<file path="config.mk">
export PLATFORM = sky130hd
export DESIGN_NAME = nn_layer_sequencer
export DESIGN_NICKNAME = d
export VERILOG_FILES = /design/src/rtl/nn_accel_pkg.sv /design/src/rtl/nn_desc_fetch.sv /design/src/rtl/nn_layer_sequencer.sv
export SDC_FILE = /design/constraint.sdc
export NUM_CORES = 1
export LEC_CHECK = 0
export ABC_AREA = 1
export CAP_MARGIN = 10
export CORE_MARGIN = 2
export CORE_UTILIZATION = 50
export CTS_CLUSTER_SIZE = 8
export DETAILED_ROUTE_END_ITERATION = 8
export GPL_TIMING_DRIVEN = 1
export PLACE_DENSITY = 0.83
export RECOVER_POWER = 50
export SYNTH_ARGS = -nofsm -noshare
export SYNTH_HDL_FRONTEND = slang
export SYNTH_SLANG_ARGS = --single-unit
</file>
<file path="constraint.sdc">
create_clock -name clk -period 8.2 [get_ports clk]
set_clock_uncertainty 0.05 [all_clocks]
set_input_delay 2.46 -clock clk [delete_from_list [all_inputs] [get_ports clk]]
set_output_delay 2.46 -clock clk [all_outputs]
set_load 0.1 [all_outputs]
</file>
<file path="src/rtl/nn_accel_pkg.sv">
// nn_accel_pkg: shared constants, state encoding and descriptor checks for the layer sequencer.
package nn_accel_pkg;
  localparam int PE_WIDTH    = 16;
  localparam int DW          = 16;
  localparam int DESC_STRIDE = 8;
  localparam int LAYER_W     = 5;
  localparam int DESC_IN     = 0;
  localparam int DESC_W      = 1;
  localparam int DESC_OUT    = 2;
  localparam int DESC_NIN    = 3;
  localparam int DESC_NOUT   = 4;
  localparam int NUM_WORDS   = 5;
  typedef enum logic [3:0] {IDLE, FETCH, CHECK, LAUNCH, CONFIG, RUN, NEXT, DONE, ABORT} state_t;
  function automatic logic desc_bad(input logic [DW-1:0] n_in, input logic [DW-1:0] n_out);
    return n_in == '0 || (n_in % DW'(PE_WIDTH)) != '0 || n_out == '0;
  endfunction
endpackage

</file>
<file path="src/rtl/nn_desc_fetch.sv">
// nn_desc_fetch: strobes five descriptor reads and captures each word one cycle after its strobe.
module nn_desc_fetch
  import nn_accel_pkg::*;
(
  input  logic                          clk,
  input  logic                          rst,
  input  logic                          fetch_go,
  input  logic [15:0]                   base,
  input  logic [DW-1:0]                 desc_data,
  output logic                          desc_rd,
  output logic [15:0]                   desc_addr,
  output logic                          fetch_done,
  output logic [NUM_WORDS-1:0][DW-1:0]  words
);
  logic [2:0] cnt, k_q;
  logic       rd_q;
  assign desc_rd    = fetch_go && cnt < 3'(NUM_WORDS);
  assign desc_addr  = base + 16'(cnt);
  assign fetch_done = fetch_go && cnt == 3'(NUM_WORDS);
  always_ff @(posedge clk or negedge rst) begin
    if (!rst) begin
      cnt   <= '0;
      k_q   <= '0;
      rd_q  <= 1'b0;
      words <= '0;
    end else begin
      cnt  <= fetch_go ? cnt + 3'd1 : 3'd0;
      rd_q <= desc_rd;
      k_q  <= cnt;
      if (rd_q) words[k_q] <= desc_data;
    end
  end
endmodule

</file>
<file path="src/rtl/nn_layer_sequencer.sv">
// nn_layer_sequencer: fetches and validates per-layer descriptors, launches and configures
// the MAC accelerator, and counts output neurons until every layer has run.
module nn_layer_sequencer
  import nn_accel_pkg::*;
(
  input  logic               clk,
  input  logic               rst,
  input  logic               start,
  input  logic               abort,
  input  logic [15:0]        desc_base,
  input  logic [LAYER_W-1:0] num_layers,
  output logic               desc_rd,
  output logic [15:0]        desc_addr,
  input  logic [DW-1:0]      desc_data,
  output logic               Enable,
  output logic [DW-1:0]      databus,
  output logic               busrdwr,
  input  logic               neuron_done,
  output logic               acc_soft_rst,
  output logic               busy,
  output logic               layer_done,
  output logic               all_done,
  output logic               error,
  output logic [LAYER_W-1:0] cur_layer,
  output logic [15:0]        neuron_cnt
);
  state_t                      state;
  logic [15:0]                 base_q, fetch_base;
  logic [LAYER_W-1:0]          layers_q;
  logic [2:0]                  cfg_k;
  logic                        nd_q, fetch_done;
  logic [NUM_WORDS-1:0][DW-1:0] words;
  assign fetch_base = base_q + 16'(cur_layer * DESC_STRIDE);
  nn_desc_fetch u_fetch (
    .clk        (clk),
    .rst        (rst),
    .fetch_go   (state == FETCH),
    .base       (fetch_base),
    .desc_data  (desc_data),
    .desc_rd    (desc_rd),
    .desc_addr  (desc_addr),
    .fetch_done (fetch_done),
    .words      (words)
  );
  always_ff @(posedge clk or negedge rst) begin
    if (!rst) begin
      state        <= IDLE;
      base_q       <= '0;
      layers_q     <= '0;
      cfg_k        <= '0;
      nd_q         <= 1'b0;
      Enable       <= 1'b0;
      databus      <= '0;
      busrdwr      <= 1'b0;
      acc_soft_rst <= 1'b1;
      busy         <= 1'b0;
      layer_done   <= 1'b0;
      all_done     <= 1'b0;
      error        <= 1'b0;
      cur_layer    <= '0;
      neuron_cnt   <= '0;
    end else begin
      Enable       <= 1'b0;
      databus      <= '0;
      busrdwr      <= 1'b0;
      acc_soft_rst <= 1'b1;
      layer_done   <= 1'b0;
      all_done     <= 1'b0;
      nd_q         <= neuron_done;
      // abort outranks every other transition, including a same-cycle layer completion
      if (abort && state != IDLE) begin
        state        <= ABORT;
        acc_soft_rst <= 1'b0;
      end else begin
        case (state)
          IDLE: if (start) begin
            base_q    <= desc_base;
            layers_q  <= num_layers;
            busy      <= 1'b1;
            error     <= 1'b0;
            cur_layer <= '0;
            all_done  <= num_layers == '0;
            state     <= num_layers == '0 ? DONE : FETCH;
          end
          FETCH: if (fetch_done) state <= CHECK;
          CHECK: if (desc_bad(words[DESC_NIN], words[DESC_NOUT])) begin
            error        <= 1'b1;
            acc_soft_rst <= 1'b0;
            state        <= ABORT;
          end else begin
            Enable     <= 1'b1;
            neuron_cnt <= '0;
            state      <= LAUNCH;
          end
          LAUNCH: begin
            busrdwr <= 1'b1;
            databus <= words[DESC_IN];
            cfg_k   <= 3'd1;
            state   <= CONFIG;
          end
          CONFIG: if (cfg_k == 3'(NUM_WORDS)) state <= RUN;
          else begin
            busrdwr <= 1'b1;
            databus <= words[cfg_k];
            cfg_k   <= cfg_k + 3'd1;
          end
          RUN: if (neuron_done && !nd_q) begin
            neuron_cnt <= neuron_cnt + 16'd1;
            if (neuron_cnt + 16'd1 == words[DESC_NOUT]) begin
              layer_done <= 1'b1;
              state      <= NEXT;
            end
          end
          NEXT: begin
            cur_layer <= cur_layer + 1'b1;
            all_done  <= !(cur_layer + 1'b1 < layers_q);
            state     <= cur_layer + 1'b1 < layers_q ? FETCH : DONE;
          end
          DONE, ABORT: begin
            busy  <= 1'b0;
            state <= IDLE;
          end
          default: state <= IDLE;
        endcase
      end
    end
  end
endmodule
</file>
==> impl_metrics.yaml, run 1 <==
synth:
  synth_nets: 1103
  yosysTopAreaCell: "dfrtp_1"
  syn_area_um2: 8260
  yosysWarnings: 0
  netlist_top_cells_area: "dfrtp_1 (48%), nand2_1 (13%), o21ai_0 (9.0%)"
  yosysUniqueCellTypes: 42
  synthCells: 1042
  synth_top_area_share_pct: 48.2
  synth-seq-area-share_pct: 48.5
  avgSynthCellArea_um2: 7.92
  ys_ff_latch: 160
sta:
  rsz0062_at_grt: "false"
  tns_ns: 0
  finalHoldViolCount: 0
  slew_viol_final: 0
  setup_viol: 0
  max_freq_mhz: 152
  period_needed_ns: 6.56
  finalCritPeriodShare_pct: 80.0
  worst_pin_slew_ns: 1.04
  slew_headroom_pct: 30.6
global_routing:
  grt_use_total_pct: 25.3
  grt_start_max_net_pins: 103
  grt_pass1_vias: 6949
  grt_pass1_wl_mm: 35.5
  antenna_found_initial: 0
  grt_overflow: 0
critical_path:
  startpoint_type: "flop"
  timing.rr.start: "cfg_k[1]"
  path_cells: "ha_1 > inv_1 > fa_1 > nand3b_1 > nand2_1 > a21o_1 > a21oi_1 > o21ai_0 > nand2_1 > nor2_1 > nand2_1 > xnor2_1 > clkdlybuf4s50_1"
  r2r_end: "state[0]"
  crit_family: "buffers and inverters"
  crit_type: "reg2out"
  cpPeakStageDelay_ns: 1.15
  ff2ff_setup_slack_ns: 4.86
  cp.required_ns: 5.69
  crit_path_start: "u_fetch.cnt[0]"
  worstSetupEndpointType: "output port"
  cp.arrival_ns: 4.05
  cpMostUsedCell: "nand2_1"
  worst-path-buf-inv: 2
  crit_fanout: 5
  reg2reg_depth: 11
  cp_slowest_cell: "clkdlybuf4s50_1"
pwr:
  switchingPower_mw: 1.65
  clkPwrFrac_pct: 22.6
  seq_power_share_pct: 33.3
  p_total_mw: 3.60
  internal_power_mw: 1.95
  power_frac_comb_pct: 44.1
  max-vdd-ir-drop_mv: 0.222
  p_per_area_nw_per_um2: 359
  leakagePower_nw: 4.95
  swShare_pct: 45.9
clock_tree:
  post_cts_buffers: 0
  cts_root_buffer: "clkbuf_16"
  ctsHoldBuffers: 0
  cts_resized: 0
  cts_max_level: 4
  numClockSinks: 160
  clk_transition_reported_paths_ns: 0.06
  clkLatencyLatePin_ns: 0.43
  cts_tree: "done"
  clockBufferDepth: 2
  cts_inserted_buffers: 17
die:
  die-width_um: 132
  rows: 46
  core_um2: 16000
  io-pin-count: 103
  die_area_um2: 17600
  fp.dieH_um: 132
  initial_core_util_pct: 51.6
route:
  drc: 0
  drt_iter0_markers: 883
  wl_mm: 21.7
  avgRoutedWirePerCell_um: 16.0
  ant_nets: 0
  drt_first_pass_iters: 5
  routed-via-count: 7403
  vias_per_cell: 5.44
cells_and_area:
  antennaDiodeCount: 0
  final_cell_mix: "nand2_1 (293), dfrtp_1 (159), o21ai_0 (149)"
  drive_gt1_share_pct: 5.59
  fillers: 1367
  layout_commonest_cell: "nand2_1"
  multi_input_area_um2: 3700
  seqCellArea_um2: 4010
  area_growth_pct: 21.4
  post-route-cell-area_um2: 10000
  final_net_count: 1192
place:
  port_buffers: 102
  hpwl_mm: 15.0
  gp_congestion: 0.929
  place_area_um2: 9420
worst_hold_path:
  whs_path_depth: 0
  hold_start: "u_fetch.cnt[1]"
  hold_path.class: "reg2reg"
  min_to: "u_fetch.k_q[1]"
outcome:
  outcome: "finished clean"
flow_run:
  cap_viol_max_count: 0
-- area by class of cell --
| cell class | instances | area share, % |
|---|---|---|
| timing repair buffer | 106 | 10.5 |
| multi-input combinational | 742 | 36.9 |
| sequential | 160 | 39.9 |
| clock inverter | 13 | 1.63 |
| tap | 216 | 2.70 |
| clock buffer | 19 | 4.42 |
| inverter | 104 | 3.89 |
-- sequential cells by signal (all words and copies together), names as in the netlist, 3 cells and up --
register       count
base_q            16
cfg_k              3
cur_layer          5
databus           16
layers_q           5
neuron_cnt        16
state              4
u_fetch.cnt        3
u_fetch.k_q        3
u_fetch.words     80
-- synthesized netlist by cell type (all sizes together) --
cell type and instances:
nand2 300, dfrtp 159, o21ai 151, inv 101, nor2 98, nand3 59
clkbuf 29, o22ai 26, ha 18, a22o 16, nand4 13, xor2 13
a21oi 10, nor3 9, xnor2 8, buf 7, nor4 7, clkinv 3
and3 2, nand3b 2, nor3b 2, a21boi 1, a21o 1, a2bb2oi 1
and2 1, dfstp 1, fa 1, o21a 1, o21bai 1, o31ai 1
-- metal layers --
metal  up-vias  share of wire (%)  track usage, %
li1       3594                  -               -
met1      3493                 44            35.4
met2       286                 48            40.5
met3        30                6.2            5.63
met4         0                1.5            5.85
met5         -                  0               0
-- power groups by stage --
stage,clock network (mW),registers [mW],logic [mW]
6_report,0.814,1.20,1.59
3_3_place_gp,0,1.20,1.53
4_1_cts,0.820,1.19,1.59
2_1_floorplan,0,1.31,1.06
3_5_place_dp,0,1.21,1.57
5_1_grt,0.856,1.23,1.72
-- worst max-delay path by stage --
stage | cells past startpoint | end | slack, ns
floorplan | 10 | desc_addr[14] | 1.88
global placement | 13 | desc_addr[14] | 2.24
detailed placement | 13 | desc_addr[14] | 2.11
CTS | 13 | desc_addr[14] | 1.66
global route | 13 | desc_addr[14] | 1.42
finish | 13 | desc_addr[14] | 1.64
-- worst reg2reg max path: cells and delay by family (launching register included) --
kind	cells	cell delay, ns
buf+inv	3	0.89
simple gates	6	1.10
fa+ha+maj	1	0.42
compound gates	1	0.11
flops	1	0.73
-- per-stage QoR --
stage | cells | hold slack [ns] | util, % | setup slack (ns)
global route | 1360 | 0.418 | 62.7 | 1.42
finish | 1360 | 0.400 | 62.7 | 1.64
CTS | 1360 | 0.401 | 62.7 | 1.66
global placement | 1328 | 0.368 | 58.9 | 2.24
detailed placement | 1328 | 0.397 | 58.9 | 2.11
floorplan | 1042 | 0.351 | - | 1.88
-- cells by family (layout without fill, tap and decap cells) --
family	Yosys count	after routing	synth area share [%]
DFF	160	160	48.5
AOI/OAI and AO/OA	209	209	14.0
and+or+nand+nor	493	493	25.6
adders and majority gates	19	19	2.97
xor gates and xnor gates	21	21	2.23
buffers and inverters	140	242	6.65
Note: power is estimated with default switching activity, not from simulation.
==> inputs of run 2 (changes only) <==
--- a/config.mk
+++ b/config.mk
@@ -12,7 +12,7 @@
 export CTS_CLUSTER_SIZE = 8
 export DETAILED_ROUTE_END_ITERATION = 8
 export GPL_TIMING_DRIVEN = 1
-export PLACE_DENSITY = 0.83
+export PLACE_DENSITY = 0.86
 export RECOVER_POWER = 50
 export SYNTH_ARGS = -nofsm -noshare
 export SYNTH_HDL_FRONTEND = slang
==> constraint.sdc (replaced) <==
create_clock -name clk -period 5.4 [get_ports clk]
set_clock_uncertainty 0.05 [all_clocks]
set_input_delay 1.62 -clock clk [delete_from_list [all_inputs] [get_ports clk]]
set_output_delay 1.62 -clock clk [all_outputs]
set_load 0.1 [all_outputs]
==> run 2 against run 1 <==
  * The flow now finishes with violations (max-capacitance violations, max-slew violations)
  * Largest cell class unchanged
  * Utilization down 0.45 points
  * Sequential cell count did not move
  * Critical path type unchanged
  * Largest power group unchanged
  * First-iteration DRC count increased by 4.8%
  * Sequential share of layout area increased by 0.29 points
  * Die area did not move
  * Combinational power up 49%
  * Non-clock buffer count rose by 2
  * Hold slack got worse by 0.0032 ns
  * Total power increased by 49%
  * Global-route usage fell by 0.18 points
  * Setup slack got worse by 0.98 ns
  * Via count increased by 1.7%
  * Critical endpoint unchanged
==> impl_metrics.yaml, run 2 (synthesized netlist as in run 1, its figures left out) <==
outcome:
  outcome: "complete, but fails checks"
  violations: "max-capacitance violations, max-slew violations"
global_routing:
  grt_pass1_wl_mm: 35.3
  antenna_found_initial: 0
  grt_use_total_pct: 25.1
  grt_overflow: 0
  grt_pass1_vias: 7010
  grt_start_max_net_pins: 100
critical_path:
  ff2ff_setup_slack_ns: 2.00
  startpoint_type: "flop"
  cp.required_ns: 3.73
  endpoint: "desc_addr[14]"
  r2r_end: "state[0]"
  reg2reg_depth: 11
  crit_path_start: "u_fetch.cnt[0]"
  timing.rr.start: "cfg_k[1]"
  crit_fanout: 5
  cp.arrival_ns: 3.07
  crit_type: "reg2out"
  worstSetupEndpointType: "output port"
route:
  ant_nets: 0
  drt_iter0_markers: 925
  drc: 0
  drt_first_pass_iters: 6
  vias_per_cell: 5.53
  wl_mm: 21.7
  routed-via-count: 7529
  avgRoutedWirePerCell_um: 15.9
sta:
  setup_viol: 0
  rsz0062_at_grt: "false"
  slew_viol_final: 132
  finalCritPeriodShare_pct: 87.7
  period_needed_ns: 4.74
  slew_headroom_pct: -61.5
  worst_pin_slew_ns: 2.42
  tns_ns: 0
  max_freq_mhz: 211
  finalHoldViolCount: 0
clock_tree:
  post_cts_buffers: 0
  cts_resized: 0
  cts_max_level: 4
  clkLatencyLatePin_ns: 0.42
  numClockSinks: 160
  cts_tree: "done"
  ctsHoldBuffers: 0
  cts_inserted_buffers: 17
  cts_root_buffer: "clkbuf_16"
  clockBufferDepth: 2
  clk_transition_reported_paths_ns: 0.06
flow_run:
  cap_viol_max_count: 2
pwr:
  internal_power_mw: 2.89
  max-vdd-ir-drop_mv: 0.463
  switchingPower_mw: 2.48
  seq_power_share_pct: 34.0
  swShare_pct: 46.1
  clkPwrFrac_pct: 21.9
  leakagePower_nw: 4.96
  power_frac_comb_pct: 44.2
  p_per_area_nw_per_um2: 539
worst_hold_path:
  hold_path.class: "reg2reg"
cells_and_area:
  final_net_count: 1194
  area_growth_pct: 20.6
  utilization_pct: 62.2
  fillers: 1368
  largest_register: "u_fetch.words"
  drive_gt1_share_pct: 6.64
  antennaDiodeCount: 0
  layout_commonest_cell: "nand2_1"
  largest_reg_flops: 80
  final_cell_mix: "nand2_1 (294), dfrtp_1 (159), o21ai_0 (149)"
place:
  gp_congestion: 0.916
  hpwl_mm: 15.1
  port_buffers: 102
die:
  rows: 46
  die-width_um: 132
  initial_core_util_pct: 51.6
  core_um2: 16000
  die_area_um2: 17600
  fp.dieH_um: 132
  io-pin-count: 103
run 2: area by class of cell:
| class | count | area [µm²] | area share (%) |
|---|---|---|---|
| clock buffers | 20 | 457 | 4.59 |
| flip-flops and latches | 160 | 4010 | 40.2 |
| inverters | 104 | 390 | 3.92 |
| clock inverters | 11 | 114 | 1.14 |
| well taps | 216 | 270 | 2.71 |
| multi-input cells | 742 | 3690 | 37.1 |
| repair buffers | 108 | 1020 | 10.3 |
run 2: layer usage:
| layer | wire length [µm] | part of all wire, % | vias up | track usage, % |
|---|---|---|---|---|
| met5 | 0 | 0 | - | 0 |
| met4 | 643 | 3.0 | 0 | 10.3 |
| met3 | 1480 | 6.8 | 54 | 5.25 |
| met2 | 10200 | 47 | 297 | 39.8 |
| met1 | 9290 | 43 | 3580 | 33.9 |
| li1 | - | - | 3598 | - |
run 2: power by group through the flow:
stage	sequential (mW)	combinational [mW]	clock (mW)
final	1.82	2.37	1.17
after global routing	1.87	2.58	1.23
after CTS	1.81	2.38	1.18
after detailed placement	1.83	2.35	0
after global placement	1.81	2.30	0
after floorplan	1.99	1.62	0
run 2: worst min-delay path by stage:
stage	to	cells past startpoint	from	slack [ns]
finish	u_fetch.k_q[1]	0	u_fetch.cnt[1]	0.40
global route	u_fetch.k_q[1]	0	u_fetch.cnt[1]	0.41
CTS	u_fetch.k_q[1]	0	u_fetch.cnt[1]	0.40
detailed placement	u_fetch.k_q[1]	0	u_fetch.cnt[1]	0.39
global placement	u_fetch.k_q[1]	0	u_fetch.cnt[1]	0.37
floorplan	u_fetch.k_q[1]	0	u_fetch.cnt[1]	0.35
run 2: critical path, stage by stage, from the launching register on:
cell	delay (ns)
dfrtp_1	0.41
ha_1	0.20
inv_1	0.06
fa_1	0.39
nand3b_1	0.17
nand2_1	0.10
a21o_1	0.11
a21oi_1	0.08
o21ai_0	0.33
nand2_1	0.10
nor2_1	0.17
nand2_1	0.11
xnor2_2	0.12
buf_4	0.30
run 2: through the flow:
step	power [mW]	setup slack, ns	hold slack [ns]	std cells	cell area (µm²)
2_1_floorplan	3.61	0.0717	0.351	1042	8260
3_3_place_gp	4.11	1.13	0.367	1330	9410
3_5_place_dp	4.18	1.10	0.392	1330	9410
4_1_cts	5.37	0.631	0.405	1361	9980
5_1_grt	5.67	0.266	0.411	1361	9950
6_report	5.37	0.663	0.397	1361	9950
